### src/rtl/pio_initiator_pkg.sv
// rtl/pio_initiator_pkg.sv - shared widths, FSM states and command record for the PIO initiator
package pio_initiator_pkg;

    localparam int PIO_NBITS = 20;
    localparam int CMD_WIDTH = 1 + 2 * PIO_NBITS;

    typedef enum logic [1:0] {
        ST_IDLE          = 2'd0,
        ST_ISSUE         = 2'd1,
        ST_WAIT_ACK      = 2'd2,
        ST_WAIT_DEASSERT = 2'd3
    } pio_state_t;

    typedef struct packed {
        logic                 wr;
        logic [PIO_NBITS-1:0] addr;
        logic [PIO_NBITS-1:0] wdata;
    } pio_cmd_t;

endpackage

### src/rtl/pio_cmd_fifo.sv
// rtl/pio_cmd_fifo.sv - synchronous command FIFO with registered occupancy
module pio_cmd_fifo #(
    parameter int WIDTH       = 41,
    parameter int DEPTH_NBITS = 2
) (
    input  logic             clk,
    input  logic             rst,
    input  logic             push,
    input  logic [WIDTH-1:0] wdata,
    input  logic             pop,
    output logic [WIDTH-1:0] rdata,
    output logic             full,
    output logic             empty
);

    localparam logic [DEPTH_NBITS:0] DEPTH = {1'b1, {DEPTH_NBITS{1'b0}}};

    logic [WIDTH-1:0]       mem [0:(1<<DEPTH_NBITS)-1];
    logic [DEPTH_NBITS-1:0] wr_ptr;
    logic [DEPTH_NBITS-1:0] rd_ptr;
    logic [DEPTH_NBITS:0]   count;
    logic                   do_push;
    logic                   do_pop;

    assign full    = (count == DEPTH);
    assign empty   = (count == '0);
    assign do_push = push && !full;
    assign do_pop  = pop && !empty;
    assign rdata   = mem[rd_ptr];

    always_ff @(posedge clk) begin
        if (do_push) begin
            mem[wr_ptr] <= wdata;
        end
    end

    always_ff @(posedge clk) begin
        if (rst) begin
            wr_ptr <= '0;
            rd_ptr <= '0;
            count  <= '0;
        end else begin
            if (do_push) begin
                wr_ptr <= wr_ptr + 1'b1;
            end
            if (do_pop) begin
                rd_ptr <= rd_ptr + 1'b1;
            end
            case ({do_push, do_pop})
                2'b10:   count <= count + 1'b1;
                2'b01:   count <= count - 1'b1;
                default: count <= count;
            endcase
        end
    end

endmodule

### src/rtl/pio_initiator.sv
// rtl/pio_initiator.sv - queues local read/write commands and runs them one at a time on the PIO bus
module pio_initiator
    import pio_initiator_pkg::*;
#(
    parameter int FIFO_DEPTH_NBITS = 2,
    parameter int TIMEOUT_NBITS    = 4
) (
    input  logic                 clk,
    input  logic                 rst,
    input  logic                 cmd_valid,
    output logic                 cmd_ready,
    input  logic                 cmd_wr,
    input  logic [PIO_NBITS-1:0] cmd_addr,
    input  logic [PIO_NBITS-1:0] cmd_wdata,
    output logic [PIO_NBITS-1:0] reg_addr,
    output logic [PIO_NBITS-1:0] reg_din,
    output logic                 reg_rd,
    output logic                 reg_wr,
    output logic                 reg_ms,
    input  logic                 mem_ack,
    input  logic [PIO_NBITS-1:0] mem_rdata,
    output logic                 rsp_valid,
    output logic [PIO_NBITS-1:0] rsp_rdata,
    output logic                 rsp_timeout,
    output logic                 busy,
    output logic [7:0]           timeout_cnt
);

    pio_state_t             state;
    pio_cmd_t               cmd_in;
    pio_cmd_t               head;
    logic [CMD_WIDTH-1:0]   head_bits;
    logic                   fifo_full;
    logic                   fifo_empty;
    logic                   pop;
    logic                   op_wr;
    logic [TIMEOUT_NBITS-1:0] timer;

    assign cmd_in    = '{wr: cmd_wr, addr: cmd_addr, wdata: cmd_wdata};
    assign head      = pio_cmd_t'(head_bits);
    assign cmd_ready = !fifo_full;
    assign busy      = (state != ST_IDLE) || !fifo_empty;
    // A still-high ack from an earlier (or reset-aborted) transaction blocks the next issue.
    assign pop       = (state == ST_IDLE) && !fifo_empty && !mem_ack;

    pio_cmd_fifo #(
        .WIDTH       (CMD_WIDTH),
        .DEPTH_NBITS (FIFO_DEPTH_NBITS)
    ) u_cmd_fifo (
        .clk   (clk),
        .rst   (rst),
        .push  (cmd_valid && cmd_ready),
        .wdata (CMD_WIDTH'(cmd_in)),
        .pop   (pop),
        .rdata (head_bits),
        .full  (fifo_full),
        .empty (fifo_empty)
    );

    always_ff @(posedge clk) begin
        if (rst) begin
            state       <= ST_IDLE;
            reg_addr    <= '0;
            reg_din     <= '0;
            reg_rd      <= 1'b0;
            reg_wr      <= 1'b0;
            reg_ms      <= 1'b0;
            op_wr       <= 1'b0;
            timer       <= '0;
            rsp_valid   <= 1'b0;
            rsp_rdata   <= '0;
            rsp_timeout <= 1'b0;
            timeout_cnt <= '0;
        end else begin
            reg_rd      <= 1'b0;
            reg_wr      <= 1'b0;
            reg_ms      <= 1'b0;
            rsp_valid   <= 1'b0;
            rsp_timeout <= 1'b0;
            case (state)
                ST_IDLE: begin
                    if (pop) begin
                        reg_addr <= head.addr;
                        reg_din  <= head.wdata;
                        op_wr    <= head.wr;
                        reg_ms   <= 1'b1;
                        reg_wr   <= head.wr;
                        reg_rd   <= !head.wr;
                        state    <= ST_ISSUE;
                    end
                end
                ST_ISSUE: begin
                    timer <= '0;
                    state <= ST_WAIT_ACK;
                end
                ST_WAIT_ACK: begin
                    if (mem_ack) begin
                        rsp_valid <= 1'b1;
                        rsp_rdata <= op_wr ? '0 : mem_rdata;
                        state     <= ST_WAIT_DEASSERT;
                    end else if (&timer) begin
                        rsp_valid   <= 1'b1;
                        rsp_timeout <= 1'b1;
                        rsp_rdata   <= '0;
                        if (timeout_cnt != 8'hFF) begin
                            timeout_cnt <= timeout_cnt + 8'd1;
                        end
                        state <= ST_WAIT_DEASSERT;
                    end else begin
                        timer <= timer + 1'b1;
                    end
                end
                ST_WAIT_DEASSERT: begin
                    if (!mem_ack) begin
                        state <= ST_IDLE;
                    end
                end
                default: state <= ST_IDLE;
            endcase
        end
    end

endmodule

### config.mk
export PLATFORM = sky130hd
export DESIGN_NAME = pio_initiator
export DESIGN_NICKNAME = d
export VERILOG_FILES = /design/src/rtl/pio_initiator_pkg.sv /design/src/rtl/pio_cmd_fifo.sv /design/src/rtl/pio_initiator.sv
export SDC_FILE = /design/constraint.sdc
export NUM_CORES = 1
export LEC_CHECK = 0
export ABC_AREA = 1
export ABC_CLOCK_PERIOD_IN_PS = 2800
export BUFFER_PORTS_ARGS = -buffer_cell sky130_fd_sc_hd__buf_2
export CORE_MARGIN = 1.5
export CORE_UTILIZATION = 50
export CTS_CLUSTER_SIZE = 16
export DETAILED_ROUTE_END_ITERATION = 7
export GPL_ROUTABILITY_DRIVEN = 0
export PLACE_DENSITY = 0.74
export SLEW_MARGIN = 20
export SYNTH_ARGS = -nofsm -noshare
export SYNTH_HDL_FRONTEND = slang
export SYNTH_SLANG_ARGS = --single-unit
### constraint.sdc
create_clock -name clk -period 2.8 [get_ports clk]
set_input_delay 0.56 -clock clk [delete_from_list [all_inputs] [get_ports clk]]
set_output_delay 0.56 -clock clk [all_outputs]
set_load 0.02 [all_outputs]
Word-level counts from Yosys, hierarchy flattened
Memory sizes are Yosys's and may differ from the RTL's. A register that Yosys moved wholly into a read port is not among the register bits.
Cells that the tools add are included.
{"block": "totals", "ram_bits": 164, "memories": 1, "elab_cells": 83, "output_inout_bits": 75, "reg_bits": 87, "in_bits": 65}
{"block": "op_classes", "muxes": 19, "bitwise": 4, "reduce_logical": 26, "addsub": 6, "n_eq_ne": 12}
{"name": "u_cmd_fifo.mem", "words": 4, "width": 41, "read_ports": 1, "rd_clocked_by_memory_dff": 1, "write_ports": 1, "line": "pio_cmd_fifo.sv:18", "source": "logic [WIDTH-1:0] mem [0:(1<<DEPTH_NBITS)-1];"}
{"cell": "20-bit two-way mux", "count": 3}
{"cell": "2-bit two-way mux", "count": 6}
{"cell": "8-bit by 1-bit adder with 8-bit output (second input constant)", "count": 1}
{"cell": "4-bit two-way mux", "count": 2}
{"cell": "8-bit inequality test (second input constant)", "count": 1}
{"cell": "2-bit case mux with 4 select lines", "count": 1}
{"cell": "4-bit case mux with 2 select lines", "count": 1}
{"cell": "2-bit nonzero test", "count": 4}
{"cell": "7-bit AND reduction", "count": 1}
{"cell": "2-bit equality test (second input constant)", "count": 3}
{"cell": "2-bit inequality test (second input constant)", "count": 3}
{"cell": "3-bit case mux with 2 select lines", "count": 1}
{"cell": "3-bit AND reduction", "count": 2}
{"cell": "3-bit OR reduction", "count": 2}
{"cell": "1-bit logical AND", "count": 5}
{"cell": "1-bit two-way mux", "count": 5}
{"cell": "2-bit by 1-bit adder with 2-bit output (second input constant)", "count": 2}
{"cell": "4-bit by 1-bit adder with 4-bit output (second input constant)", "count": 1}
{"cell": "2-bit by 1-bit equality test with 1-bit output (second input constant)", "count": 2}
{"cell": "1-bit logical NOT", "count": 4}
{"cell": "1-bit NOT", "count": 4}
{"cell": "2-bit AND reduction", "count": 2}
{"cell": "4-bit AND reduction", "count": 1}
{"cell": "2-bit OR reduction", "count": 2}
{"cell": "8 further kinds", "count": 8}

Logic depth before layout (Yosys ltp)
{"block": "depth", "ltp_word": 7, "depth_mapped": 13, "ltp_nobuf": 12}

Modules after synthesis
From an unflattened synthesis, not the netlist that was laid out.
{"block": "hier_totals", "hier_cells": 868, "area_unflattened_um2": 9716.8}
{"mod": "pio_cmd_fifo", "area_each_um2": 6562.5, "cells_each": 466, "seq_area_each_um2": 5104.9, "n_inst": 1}
{"mod": "pio_initiator", "area_each_um2": 3154.3, "cells_each": 402, "seq_area_each_um2": 1601.5, "n_inst": 1}

Worst setup path after synthesis
Ideal clock, no wire load.
{"block": "synth_timing", "kind": "flip-flop to flip-flop", "from": "register u_cmd_fifo.count[0]", "to": "memory u_cmd_fifo.mem[0][0], enable pin", "n_path_buf": 0, "required_ns": 2.360, "synth_period_minus_slack_ns": 3.058, "t_arrival_ns": 2.618, "setup_time_ns": 0.440, "slack_ns": -0.258, "stages_incl_launch_ff": 5, "cell_sequence": "dfxtp_1 -> inv_1 -> nand3_1 -> nand2_1 -> nor2_1"}
{"block": "synth_between", "elab_chain_len": 6}
{"item": "start, declared", "line": "pio_cmd_fifo.sv:21", "source": "logic [DEPTH_NBITS:0] count;"}
{"item": "start signal, assigned", "line": "pio_cmd_fifo.sv:50", "source": "2'b10: count <= count + 1'b1;"}
{"item": "start signal, assigned", "line": "pio_cmd_fifo.sv:51", "source": "2'b01: count <= count - 1'b1;"}
{"item": "start signal, assigned", "line": "pio_cmd_fifo.sv:52", "source": "default: count <= count;"}
{"item": "3-bit equality test *", "line": "pio_cmd_fifo.sv:25", "source": "assign full = (count == DEPTH);"}
{"item": "1-bit logical NOT *", "line": "pio_initiator.sv:41", "source": "assign cmd_ready = !fifo_full;"}
{"item": "named net cmd_ready", "line": "pio_initiator.sv:11", "source": "output logic cmd_ready,"}
{"item": "1-bit logical AND", "line": "pio_initiator.sv:52", "source": ".push (cmd_valid && cmd_ready),"}
{"item": "1-bit logical AND *", "line": "pio_cmd_fifo.sv:27", "source": "assign do_push = push && !full;"}
{"item": "1-bit two-way mux *", "line": "pio_cmd_fifo.sv:32", "source": "if (do_push) begin"}
{"item": "1-bit two-way mux (not written as such) *", "line": "pio_cmd_fifo.sv:33", "source": "mem[wr_ptr] <= wdata;"}
{"item": "end, declared", "line": "pio_cmd_fifo.sv:18"}
The timed path passes the listed nets; every way through them passes the cells marked *.

Final worst setup path
{"block": "layout_timing", "from": "register state[0]", "to": "output busy"}
{"block": "layout_between", "elab_chain_len": 2}
{"item": "start, declared", "line": "pio_initiator.sv:29", "source": "pio_state_t state;"}
{"item": "start signal, assigned", "line": "pio_initiator.sv:62", "source": "state <= ST_IDLE;"}
{"item": "start signal, assigned", "line": "pio_initiator.sv:89", "source": "state <= ST_ISSUE;"}
{"item": "start signal, assigned", "line": "pio_initiator.sv:94", "source": "state <= ST_WAIT_ACK;"}
{"item": "2-bit nonzero test", "line": "pio_initiator.sv:42", "source": "assign busy = (state != ST_IDLE) || !fifo_empty;"}
{"item": "1-bit logical OR", "line": "pio_initiator.sv:42"}
{"item": "end, declared", "line": "pio_initiator.sv:25", "source": "output logic busy,"}
Every way passes these cells.

==> run_results.csv <==
group,metric,value,unit
global_routing,grt_max_degree,83,
timing,finalClockSkew,23.7,ps
global_routing,antenna_found_initial,4,
drt,vias,6607,
clock_tree,post_cts.repair.setup_buffers,0,
yosys,yosysWarnings,0,
floorplanning,core,18800,sq um
yosys,post_synth.cell_area_avg,11.3,sq um
timing,drv_slew,0,
placed_design,hpwlAfterDp,11600,um
worst_setup_path,critical_path_class,"flop to primary output",
layout,syn2layout_area_growth,17.2,%
clock_tree,cts_buffer_depth,3,
floorplanning,die_h,142,um
worst_setup_path,crit_path_end,"busy",
timing,worstMarginPinSlew,746,ps
floorplanning,ioPinCount,140,
yosys,syn_nets,931,
drt,routedWlPerCell,15.9,um
worst_setup_path,cp_max_fo,4,
placed_design,place_inst,1223,
timing,slew_headroom,0.501,
clock_tree,cts.clk_slew.worst_paths,60,ps
floorplanning,initial_utilization,0.514,
drt,route.detailed.drc,0,
clock_tree,cts_tree,"yes",
worst_setup_path,worstPathArrival,1560,ps
worst_setup_path,r2r_slack,690,ps
worst_setup_path,crit_required,2240,ps
power_and_ir_drop,irDropWorstVdd,0.000637,V
layout,final_nets,1068,
clock_tree,clockRootBuffer,"clkbuf_16",
timing,hold_viol_final,0,
worst_setup_path,cp-end-kind,"primary output",
run_status,status,"complete, no violations",
layout,drive_gt1_frac,0.224,
hold_path,hold_depth,1,
layout,final_common_cell,"nor2_1",
clock_tree,worst_skew_pair.late_latency,550,ps
floorplanning,die_w,142,um
power_and_ir_drop,leakage,0.00435,uW
floorplanning,rows,50,
floorplanning,die_area,20200,sq um
drt,ant_nets,0,
hold_path,min_from,"cmd_addr[2]",
global_routing,grt_pass1_vias,6159,
timing,clock.fmax,0.471,GHz
drt,drt_wl_total,20200,um
global_routing,grt_overflow,0,
yosys,synthCells,853,
clock_tree,cts_resized,0,
yosys,synth-seq-area-share,0.693,
worst_setup_path,r2r_cells,12,
yosys,synth_seq_cells,253,
worst_setup_path,rr_startpoint,"state[0]",
drt,dr.pass1.iters,5,
timing,fin_crit_sh,0.758,
timing,final-setup-viol-count,0,
placed_design,port_buffers,139,
worst_setup_path,r2r-end,"u_cmd_fifo.count[2]",
hold_path,hp-class,"input port to flop",
worst_setup_path,critical_path.startpoint_type,"flop",
clock_tree,htree_num_levels,1,
global_routing,grt_pass1_wl,31400,um
yosys,syn-cell-area,9670,sq um
clock_tree,cts_buffers,25,
layout,layout_common_cells,"183 x nor2_1, 164 x edfxtp_1, 139 x buf_2",
power_and_ir_drop,p_per_area,910,nW/um^2
global_routing,track_usage,0.199,
drt,avgViaCountPerCell,5.20,
clock_tree,clock_sinks,253,
worst_setup_path,critPathLaunch,"state[0]",
timing,grt_setup_unrepaired,"no",
run,maxCapViolations,0,
drt,drtIter0Drc,425,
clock_tree,hold_buffers,0,
timing,finalSetupTns,0,ps
yosys,synthDistinctLibCells,30,
timing,period_minus_slack,2120,ps
layout,stdcell_count,1271,
## per-stage QoR
stage | total power (uW) | area [sq um] | utilization | setup slack (ps) | hold slack, ps
2_1_floorplan | 6560 | 9670 | - | -258 | 456
3_3_place_gp | 7120 | 10500 | 0.560 | 765 | 446
3_5_place_dp | 7200 | 10500 | 0.560 | 728 | 449
4_1_cts | 10400 | 11300 | 0.602 | 673 | 213
5_1_grt | 10800 | 11300 | 0.602 | 482 | 220
6_report | 10300 | 11300 | 0.602 | 678 | 233
## cell families (layout without fill, tap and decap cells)
kind of cell / count (synthesis) / count (layout) / synth area share
adders and majority gates: 13 / 13 / 0.0176
other: 0 / 2 / 0
and+or+nand+nor: 290 / 290 / 0.122
AOI/OAI and AO/OA: 213 / 213 / 0.117
DFF: 253 / 253 / 0.693
xor gates and xnor gates: 4 / 4 / 0.00362
buffers and inverters: 80 / 236 / 0.0463
## worst max-delay path: stages, from the launching register on
cell     delay (ps)
dfxtp_1         400
inv_1           110
ha_1            240
nand4_1         110
buf_2           180
## layout make-up
| class | instances | area, sq um |
|---|---|---|
| multi-input cells | 520 | 2550 |
| fillers | 1511 | 7490 |
| clock buffers | 28 | 637 |
| inverters | 33 | 131 |
| diodes | 2 | 5.00 |
| well taps | 260 | 325 |
| flip-flops and latches | 253 | 6710 |
| repair buffers | 157 | 831 |
| clock inverters | 18 | 153 |
## report_power, final
group          switching, uW  total (uW)  leakage [uW]  internal [uW]
sequential               233        4720       0.00223           4480
clock                   1420        3180      0.000373           1760
combinational           1670        2410       0.00175            746
total                   3320       10300       0.00435           6990
## state kept, by name, indices dropped and copies added, names as in the netlist, named ones only
name / cells
timeout_cnt: 8
u_cmd_fifo.count: 3
state: 2
u_cmd_fifo.wr_ptr: 2
u_cmd_fifo.rd_ptr: 2
reg_din: 20
timer: 4
op_wr: 1
rsp_valid: 1
rsp_timeout: 1
reg_wr: 1
reg_rd: 1
reg_addr: 20
rsp_rdata: 20
reg_ms: 1
u_cmd_fifo.mem: 164
## cell usage after synthesis (all sizes together)
master	n	area [sq um]
edfxtp	164	4920
fa	1	20.0
dfxtp	89	1780
a21oi	39	206
o22ai	41	257
ha	12	150
nor2	192	738
nand2	77	309
nand4	3	18.8
xor2	4	35.0
clkbuf	8	30.0
inv	33	131
buf	39	287
nand3	15	85.1
nor3	3	31.3
o21ai	133	666
## how the worst min path moves through the flow
stage                                       end  slack (ps)
after detailed placement          rsp_rdata[16]         450
final                     u_cmd_fifo.mem[0][22]         230
after floorplan             u_cmd_fifo.count[2]         460
after CTS                  u_cmd_fifo.mem[0][6]         210
after global placement            rsp_rdata[19]         450
after global routing      u_cmd_fifo.mem[2][23]         220
## per-layer routing
metal  up-vias  wire (um)  global-route usage
li1       3257          -                   -
met3        35       1450              0.0491
met4         4        389              0.0510
met2       211       9680               0.344
met1      3100       8640               0.251
met5         -         26                   0
No activity file was read; power rests on OpenSTA's default activity.
